File: config.mk
export PLATFORM = sky130hd
export DESIGN_NAME = irq_request_latch
export DESIGN_NICKNAME = d
export VERILOG_FILES = /design/src/rtl/irq_pkg.sv /design/src/rtl/irq_line_capture.sv /design/src/rtl/irq_request_latch.sv
export SDC_FILE = /design/constraint.sdc
export NUM_CORES = 1
export LEC_CHECK = 0
export CORE_MARGIN = 4
export CORE_UTILIZATION = 48
export DETAILED_ROUTE_END_ITERATION = 8
export PLACE_DENSITY = 0.83
export SKIP_LAST_GASP = 1
export SLEW_MARGIN = 20
export SYNTH_ARGS = -nofsm -noshare
export SYNTH_HDL_FRONTEND = slang
export SYNTH_SLANG_ARGS = --single-unit
File: constraint.sdc
create_clock -name clk -period 4.3 [get_ports clk]
set_clock_uncertainty 0.05 [all_clocks]
set_input_delay 1.075 -clock clk [delete_from_list [all_inputs] [get_ports clk]]
set_output_delay 1.075 -clock clk [all_outputs]
set_load 0.02 [all_outputs]
File: src/rtl/irq_pkg.sv
// Shared types and helpers for the interrupt request front-end.
// Optional input synchronizer enabled by defining IRQ_SYNC_EN.
package irq_pkg;

  localparam int NSRC = 8;
  localparam int IDW  = 3;

  typedef enum logic {
    IRQ_IDLE,
    IRQ_OFFER
  } irq_state_e;

  // Returns {found, id} with the highest set index winning.
  function automatic logic [IDW:0] irq_pick(
    input logic [NSRC-1:0] cand
  );
    logic [IDW:0] r;
    r = '0;
    for (int i = 0; i < NSRC; i++) begin
      if (cand[i]) r = {1'b1, IDW'(i)};
    end
    return r;
  endfunction

endpackage

File: src/rtl/irq_line_capture.sv
// Per-line request capture: optional sync, sample, pending and overflow.
// IRQ_SYNC_EN adds a 2-flop synchronizer ahead of sampling.
module irq_line_capture
  import irq_pkg::*;
#(
  parameter bit EDGE = 1'b1
) (
  input  logic clk,
  input  logic rst_n,
  input  logic req,
  input  logic ack_clr,
  input  logic ovf_clr,
  output logic pending,
  output logic overflow
);

  logic src;

`ifdef IRQ_SYNC_EN
  logic s1, s2;

  always_ff @(posedge clk or negedge rst_n) begin
    if (!rst_n) begin
      s1 <= 1'b0;
      s2 <= 1'b0;
    end else begin
      s1 <= req;
      s2 <= s1;
    end
  end

  assign src = s2;
`else
  assign src = req;
`endif

  if (EDGE) begin : g_edge
    logic smp;
    logic rise;
    logic ovf_set;

    assign rise    = src & ~smp;
    // A set coinciding with the ack-clear keeps the line pending silently.
    assign ovf_set = rise & pending & ~ack_clr;

    always_ff @(posedge clk or negedge rst_n) begin
      if (!rst_n) begin
        smp      <= 1'b0;
        pending  <= 1'b0;
        overflow <= 1'b0;
      end else begin
        smp      <= src;
        pending  <= rise | (pending & ~ack_clr);
        overflow <= ovf_set | (overflow & ~ovf_clr);
      end
    end
  end else begin : g_level
    logic unused_in;

    assign unused_in = ack_clr ^ ovf_clr;
    assign overflow  = 1'b0;

    always_ff @(posedge clk or negedge rst_n) begin
      if (!rst_n) pending <= 1'b0;
      else        pending <= src;
    end
  end

endmodule

File: src/rtl/irq_request_latch.sv
// Interrupt request latch: enable mask, winner select, valid/ack offer FSM.
// Define IRQ_SYNC_EN to synchronize req_in inside each line capture.
module irq_request_latch
  import irq_pkg::*;
#(
  parameter logic [NSRC-1:0] EDGE_MODE = 8'hFF
) (
  input  logic            clk,
  input  logic            rst_n,
  input  logic [NSRC-1:0] req_in,
  input  logic            en_wr,
  input  logic [NSRC-1:0] en_data,
  output logic [NSRC-1:0] en_q,
  output logic [NSRC-1:0] pending,
  output logic            irq_valid,
  output logic [IDW-1:0]  irq_id,
  input  logic            irq_ack,
  output logic [NSRC-1:0] overflow,
  input  logic            ovf_clr
);

  irq_state_e     state_q, state_d;
  logic [IDW-1:0] id_q, id_d;
  logic [IDW:0]   pick;
  logic [NSRC-1:0] ack_clr;

  for (genvar i = 0; i < NSRC; i++) begin : g_line
    assign ack_clr[i] = irq_valid & irq_ack
                      & (id_q == IDW'(i));

    irq_line_capture #(
      .EDGE (EDGE_MODE[i])
    ) u_cap (
      .clk      (clk),
      .rst_n    (rst_n),
      .req      (req_in[i]),
      .ack_clr  (ack_clr[i]),
      .ovf_clr  (ovf_clr),
      .pending  (pending[i]),
      .overflow (overflow[i])
    );
  end

  always_ff @(posedge clk or negedge rst_n) begin
    if (!rst_n)     en_q <= '0;
    else if (en_wr) en_q <= en_data;
  end

  assign pick = irq_pick(pending & en_q);

  always_ff @(posedge clk or negedge rst_n) begin
    if (!rst_n) begin
      state_q <= IRQ_IDLE;
      id_q    <= '0;
    end else begin
      state_q <= state_d;
      id_q    <= id_d;
    end
  end

  // The offered id is frozen until the consumer acks it.
  always_comb begin
    state_d = state_q;
    id_d    = id_q;
    unique case (state_q)
      IRQ_IDLE: begin
        if (pick[IDW]) begin
          id_d    = pick[IDW-1:0];
          state_d = IRQ_OFFER;
        end
      end
      IRQ_OFFER: begin
        if (irq_ack) state_d = IRQ_IDLE;
      end
      default: state_d = IRQ_IDLE;
    endcase
  end

  assign irq_valid = (state_q == IRQ_OFFER);
  assign irq_id    = id_q;

endmodule
# Word level (Yosys, flattened, before mapping)

Index checks and enable logic that the tools add are counted.

Memories: 0
Bits in latches: 0
Memory bits (read-only): 0
Bits of input ports: 21
Output and inout bits: 28
Logic and storage cells: 131
RAM bits: 0
Register bits after elaboration: 36

Div/mod/pow operators: 0
Eq/ne operators: 7
Magnitude comparators: 0
Shift operators: 0
$mul: 0
$add $sub $neg: 0
Reductions and logical operators: 2
Muxes and demuxes: 11
Bitwise operators: 84

Operator list:

| operator                                                              | number |
|---|---|
| 1-bit AND                                                             | 49 |
| 4-bit two-way mux                                                     | 8 |
| 1-bit NOT                                                             | 18 |
| 1-bit bitwise OR                                                      | 16 |
| 3-bit equality test, second input constant                            | 4 |
| 8-bit AND                                                             | 1 |
| 3-bit by 2-bit equality test with 1-bit output, second input constant | 2 |
| 3-bit by 1-bit equality test with 1-bit output, second input constant | 1 |
| 3-bit logical NOT                                                     | 1 |
| 1-bit two-way mux                                                     | 2 |
| 1-bit case mux with 2 select lines                                    | 1 |
| 2-bit AND reduction                                                   | 1 |

# Depth between registers and ports, before layout

Word-level depth: 11
Gate-level depth with buffers: 4
Mapped depth without buffers: 4

# Hierarchy

From an unflattened synthesis, not the netlist that was laid out.

Cell total of the unflattened synthesis: 120
Area, all modules: 1472.7 µm²

Modules (own cells, without submodules):

| module            | sequential area each (µm²) | times used | cells each | area each (µm²) |
|---|---|---|---|---|
| irq_line_capture  | 75.1                       | 8          | 8          | 107.6 |
| irq_request_latch | 300.3                      | 1          | 56         | 611.8 |

# Least setup slack after synthesis

Ideal clock, no wire load.

Path kind: input-to-reg
Start point: in en_wr
End point: reg en_q[0]
Slack: 2427 ps
Setup time: 125 ps
Path buffers: 1
Arrival time: 1698 ps
Cell stages on the path: 2
Required time: 4125 ps
Path through: clkbuf_1 -> mux2_2

RTL lines:

| element                | line                    | RTL |
|---|---|---|
| start: declaration     | irq_request_latch.sv:11 | `input logic en_wr,` |
| end signal: assignment | irq_request_latch.sv:46 | `else if (en_wr) en_q <= en_data;` |
| end: declaration       | irq_request_latch.sv:13 | `output logic [NSRC-1:0] en_q,` |

No word-level cell between the ends.

# Final worst setup path

Start point: reg id_q[1] (netlist: irq_id[1])
End point: out irq_id[1]

RTL lines:

| element                  | line                    | RTL |
|---|---|---|
| start: declaration       | irq_request_latch.sv:23 | `logic [IDW-1:0] id_q, id_d;` |
| start signal: assignment | irq_request_latch.sv:57 | `id_q <= id_d;` |
| end: declaration         | irq_request_latch.sv:16 | `output logic [IDW-1:0] irq_id,` |

No word-level cell between the ends.

==> flow_summary.rst <==
.. list-table::
   :header-rows: 1

   * - Metric
     - Value
   * - Run status
     - finished clean
   * - Worst-case vdd ir drop
     - 289 uV
   * - Routed WL per cell
     - 14.2 um
   * - Effective utilization at floorplan
     - 0.495
   * - Final Critical Period
     - 2.60 ns
   * - Global-route wire length before repair
     - 5000 um
   * - Sequential cell fraction of total power
     - 0.447
   * - Setup TNS Final
     - 0 ns
   * - Synth top area cells
     - sky130_fd_sc_hd__dfrtp_1 (60%), sky130_fd_sc_hd__buf_4 (8.0%), sky130_fd_sc_hd__mux2_2 (6.0%)
   * - Maximum number of pins on one net before global-route repair
     - 37
   * - Number of distinct library cell variants in the gate-level netlist after synthesis
     - 23
   * - Detailed Route Iter0 Violations
     - 22
   * - Final HPWL from detailed placement
     - 2360 um
   * - Share of post-route cells with drive strength above 1
     - 0.107
   * - Total GRT Usage
     - 0.161
   * - Highest Clock Rate
     - 384 MHz
   * - Post-Synthesis Mean Instance Area
     - 11.6 um2
   * - Gp weighted congestion
     - 0.842
   * - Type of the setup path with the least slack
     - register to output port
   * - Clock Power Share
     - 0.167
   * - Final-report setup violation count
     - 0
   * - Number of diodes added for antenna fixing
     - 0
   * - Part of the power in combinational logic
     - 0.386
   * - Total Power Consumption
     - 1.08 mW
   * - TritonCTS clock tree
     - yes
   * - Ordered list of cells on the worst path
     - clkdlybuf4s50_1
   * - Critical path peak fanout
     - 7
   * - Clock Sinks
     - 36
   * - Total clock buffers created by CTS
     - 5
   * - Path class of the lowest-slack min-delay path
     - register to register
   * - Total length of routed wires
     - 3020 um
   * - Max_slew headroom
     - 0.712
   * - CP Data Arrival Time
     - 1.48 ns
   * - Part of the cycle the worst path needs
     - 0.605
   * - Die footprint
     - 4080 um2
   * - Most used standard cell by instance count after synthesis
     - sky130_fd_sc_hd__dfrtp_1
   * - Vias per std cell
     - 4.85
   * - Post-synthesis async set-or-reset flop share
     - 1.00
   * - MaxCap Viol Count
     - 0
   * - Std cell rows
     - 20
   * - Worst Hold Slack
     - 0.471 ns
   * - Total number of nets in the final design
     - 188
   * - Flip-flop and latch count after synthesis
     - 36
   * - Total buffers and inverters traversed by the critical path
     - 1
   * - Warnings, synthesis
     - 0
   * - Clock latency at the later pin of the worst-skew pair
     - 0.33 ns
   * - Critical Path Source Type
     - register
   * - First-pass detailed-route iteration total
     - 4
   * - Synthesized instance count
     - 129
   * - Internal power contribution
     - 0.697 mW
   * - Slew Viols, Final
     - 0
   * - Cts repair resizes
     - 0
   * - Leakage power summed over all cells
     - 0.838 nW
   * - Most common flop cell mapped by yosys
     - sky130_fd_sc_hd__dfrtp_1
   * - Share of the yosys chip area belonging to registers
     - 0.601
   * - Boundary pin count
     - 49
   * - Hold violation count in the final report
     - 0
   * - Net switching fraction of the power
     - 0.354
   * - Clock transition at the registers of the reported paths
     - 0.10 ns
   * - Synth top area share
     - 0.601
   * - IO buf count
     - 48
   * - Slowest-stage cell, CP
     - sky130_fd_sc_hd__clkdlybuf4s50_1
   * - Crit path capture type
     - output port
   * - CP max stage delay
     - 0.66 ns
   * - Final core utilization
     - 0.652
   * - Setup repair after global routing missed its margin
     - no
   * - Worst Path Required
     - 3.17 ns
   * - Via count of the first global-routing pass
     - 1075
   * - Overflow after GRT
     - 0
   * - Post-CTS Hold Buffers
     - 0
   * - Post-synthesis net count
     - 150
   * - Worst-margin pin slew
     - 0.433 ns
   * - Core Area
     - 3030 um2
   * - Top delay family on crit path
     - buffers and inverters
   * - Drt drc
     - 0
   * - Die Width
     - 63.9 um
   * - Vias
     - 1028
   * - Synth area leader
     - sky130_fd_sc_hd__dfrtp_1
   * - Number of enable flip-flop cells after synthesis
     - 0
   * - Power density over cell area
     - 548 nW/um2
   * - Area growth syn-to-layout
     - 31.6%
   * - Vertical die dimension
     - 63.9 um
   * - Post-CTS Setup Bufs
     - 0
   * - Antenna violations before repair
     - 0
   * - Number of buffers on the longest clock path
     - 2
   * - Post-synthesis instance area
     - 1500 um2
   * - Detail Route Antenna Nets
     - 0
   * - Net Sw Power
     - 0.383 mW
   * - CTS root buf
     - sky130_fd_sc_hd__clkbuf_4
   * - H-Tree Depth
     - 2
   * - Most numerous cell types in the synthesized netlist
     - sky130_fd_sc_hd__dfrtp_1 (36), sky130_fd_sc_hd__buf_4 (16), sky130_fd_sc_hd__nand2_1 (16), sky130_fd_sc_hd__nand2b_1 (10), sky130_fd_sc_hd__inv_1 (9)
## worst paths after layout
check	startpoint	end	slack, ns	depth (start not counted)
max reg2reg	g_line[5].u_cap.pending	irq_id[0]	2.83	4
max	irq_id[1]	irq_id[1]	1.70	1
min reg2reg	g_line[6].u_cap.g_edge.smp	g_line[6].u_cap.pending	0.47	2
max in group asynchronous	rst_n	g_line[4].u_cap.pending	2.80	2
min	g_line[6].u_cap.g_edge.smp	g_line[6].u_cap.pending	0.47	2
min in group asynchronous	rst_n	en_q[5]	1.09	2
## logic make-up after synthesis
kind of cell,Yosys count,synth area share
compound gates,25,0.108
mux,10,0.0801
flops,36,0.601
simple gates,31,0.104
buf+inv,27,0.108
## layout make-up
cell class / instances / area, um2
multi-input combinational: 66 / 437
fill: 241 / 1050
sequential: 36 / 901
clock buffer: 8 / 58.8
inverter: 9 / 33.8
tap: 44 / 55.1
timing repair buffer: 49 / 488
## metrics by stage
step	setup slack, ns	cell area, um2	cells
2_1_floorplan	2.43	1500	129
4_1_cts	1.66	1970	212
3_3_place_gp	1.97	1910	204
6_report	1.70	1970	212
3_5_place_dp	1.92	1910	204
5_1_grt	1.61	1970	212
## power by group through the flow
stage | Clock, mW | Sequential, mW | Combinational [mW]
CTS | 0.191 | 0.483 | 0.422
finish | 0.181 | 0.483 | 0.417
floorplan | 0 | 0.500 | 0.255
global route | 0.205 | 0.495 | 0.447
detailed placement | 0 | 0.489 | 0.420
global placement | 0 | 0.487 | 0.408
## sequential cells by signal, indices dropped and copies added, names as in the netlist
register                 count
en_q                         8
g_line.u_cap.g_edge.smp      8
g_line.u_cap.overflow        8
g_line.u_cap.pending         8
irq_id                       3
irq_valid                    1
## cells in the final DEF, fill, tap and decap left out
cell type and instances:
sky130_fd_sc_hd__a21o_1 1, sky130_fd_sc_hd__a21oi_2 1, sky130_fd_sc_hd__a22o_1 1, sky130_fd_sc_hd__a22oi_1 1, sky130_fd_sc_hd__a32oi_1 1, sky130_fd_sc_hd__and3_1 1
sky130_fd_sc_hd__and3b_1 1, sky130_fd_sc_hd__buf_4 1, sky130_fd_sc_hd__clkbuf_1 2, sky130_fd_sc_hd__clkbuf_4 5, sky130_fd_sc_hd__clkbuf_8 1, sky130_fd_sc_hd__clkdlybuf4s50_1 48
sky130_fd_sc_hd__dfrtp_1 36, sky130_fd_sc_hd__inv_1 9, sky130_fd_sc_hd__mux2_2 8, sky130_fd_sc_hd__mux2_4 2, sky130_fd_sc_hd__nand2_1 16, sky130_fd_sc_hd__nand2b_1 10
sky130_fd_sc_hd__nand3_1 2, sky130_fd_sc_hd__nand3b_1 1, sky130_fd_sc_hd__o211ai_1 2, sky130_fd_sc_hd__o21ai_0 2, sky130_fd_sc_hd__o21ai_1 6, sky130_fd_sc_hd__o22ai_1 8
sky130_fd_sc_hd__o31ai_1 2
## routing by layer
layer | wire length (um) | vias to the layer above | global-route usage | share of wire
met5 | 0 | - | 0 | 0
met4 | 47 | 0 | 0.0701 | 0.016
met3 | 269 | 6 | 0.0791 | 0.089
met2 | 1470 | 39 | 0.243 | 0.49
met1 | 1230 | 484 | 0.195 | 0.41
li1 | - | 499 | - | -
(Power assumes the default switching activity.)
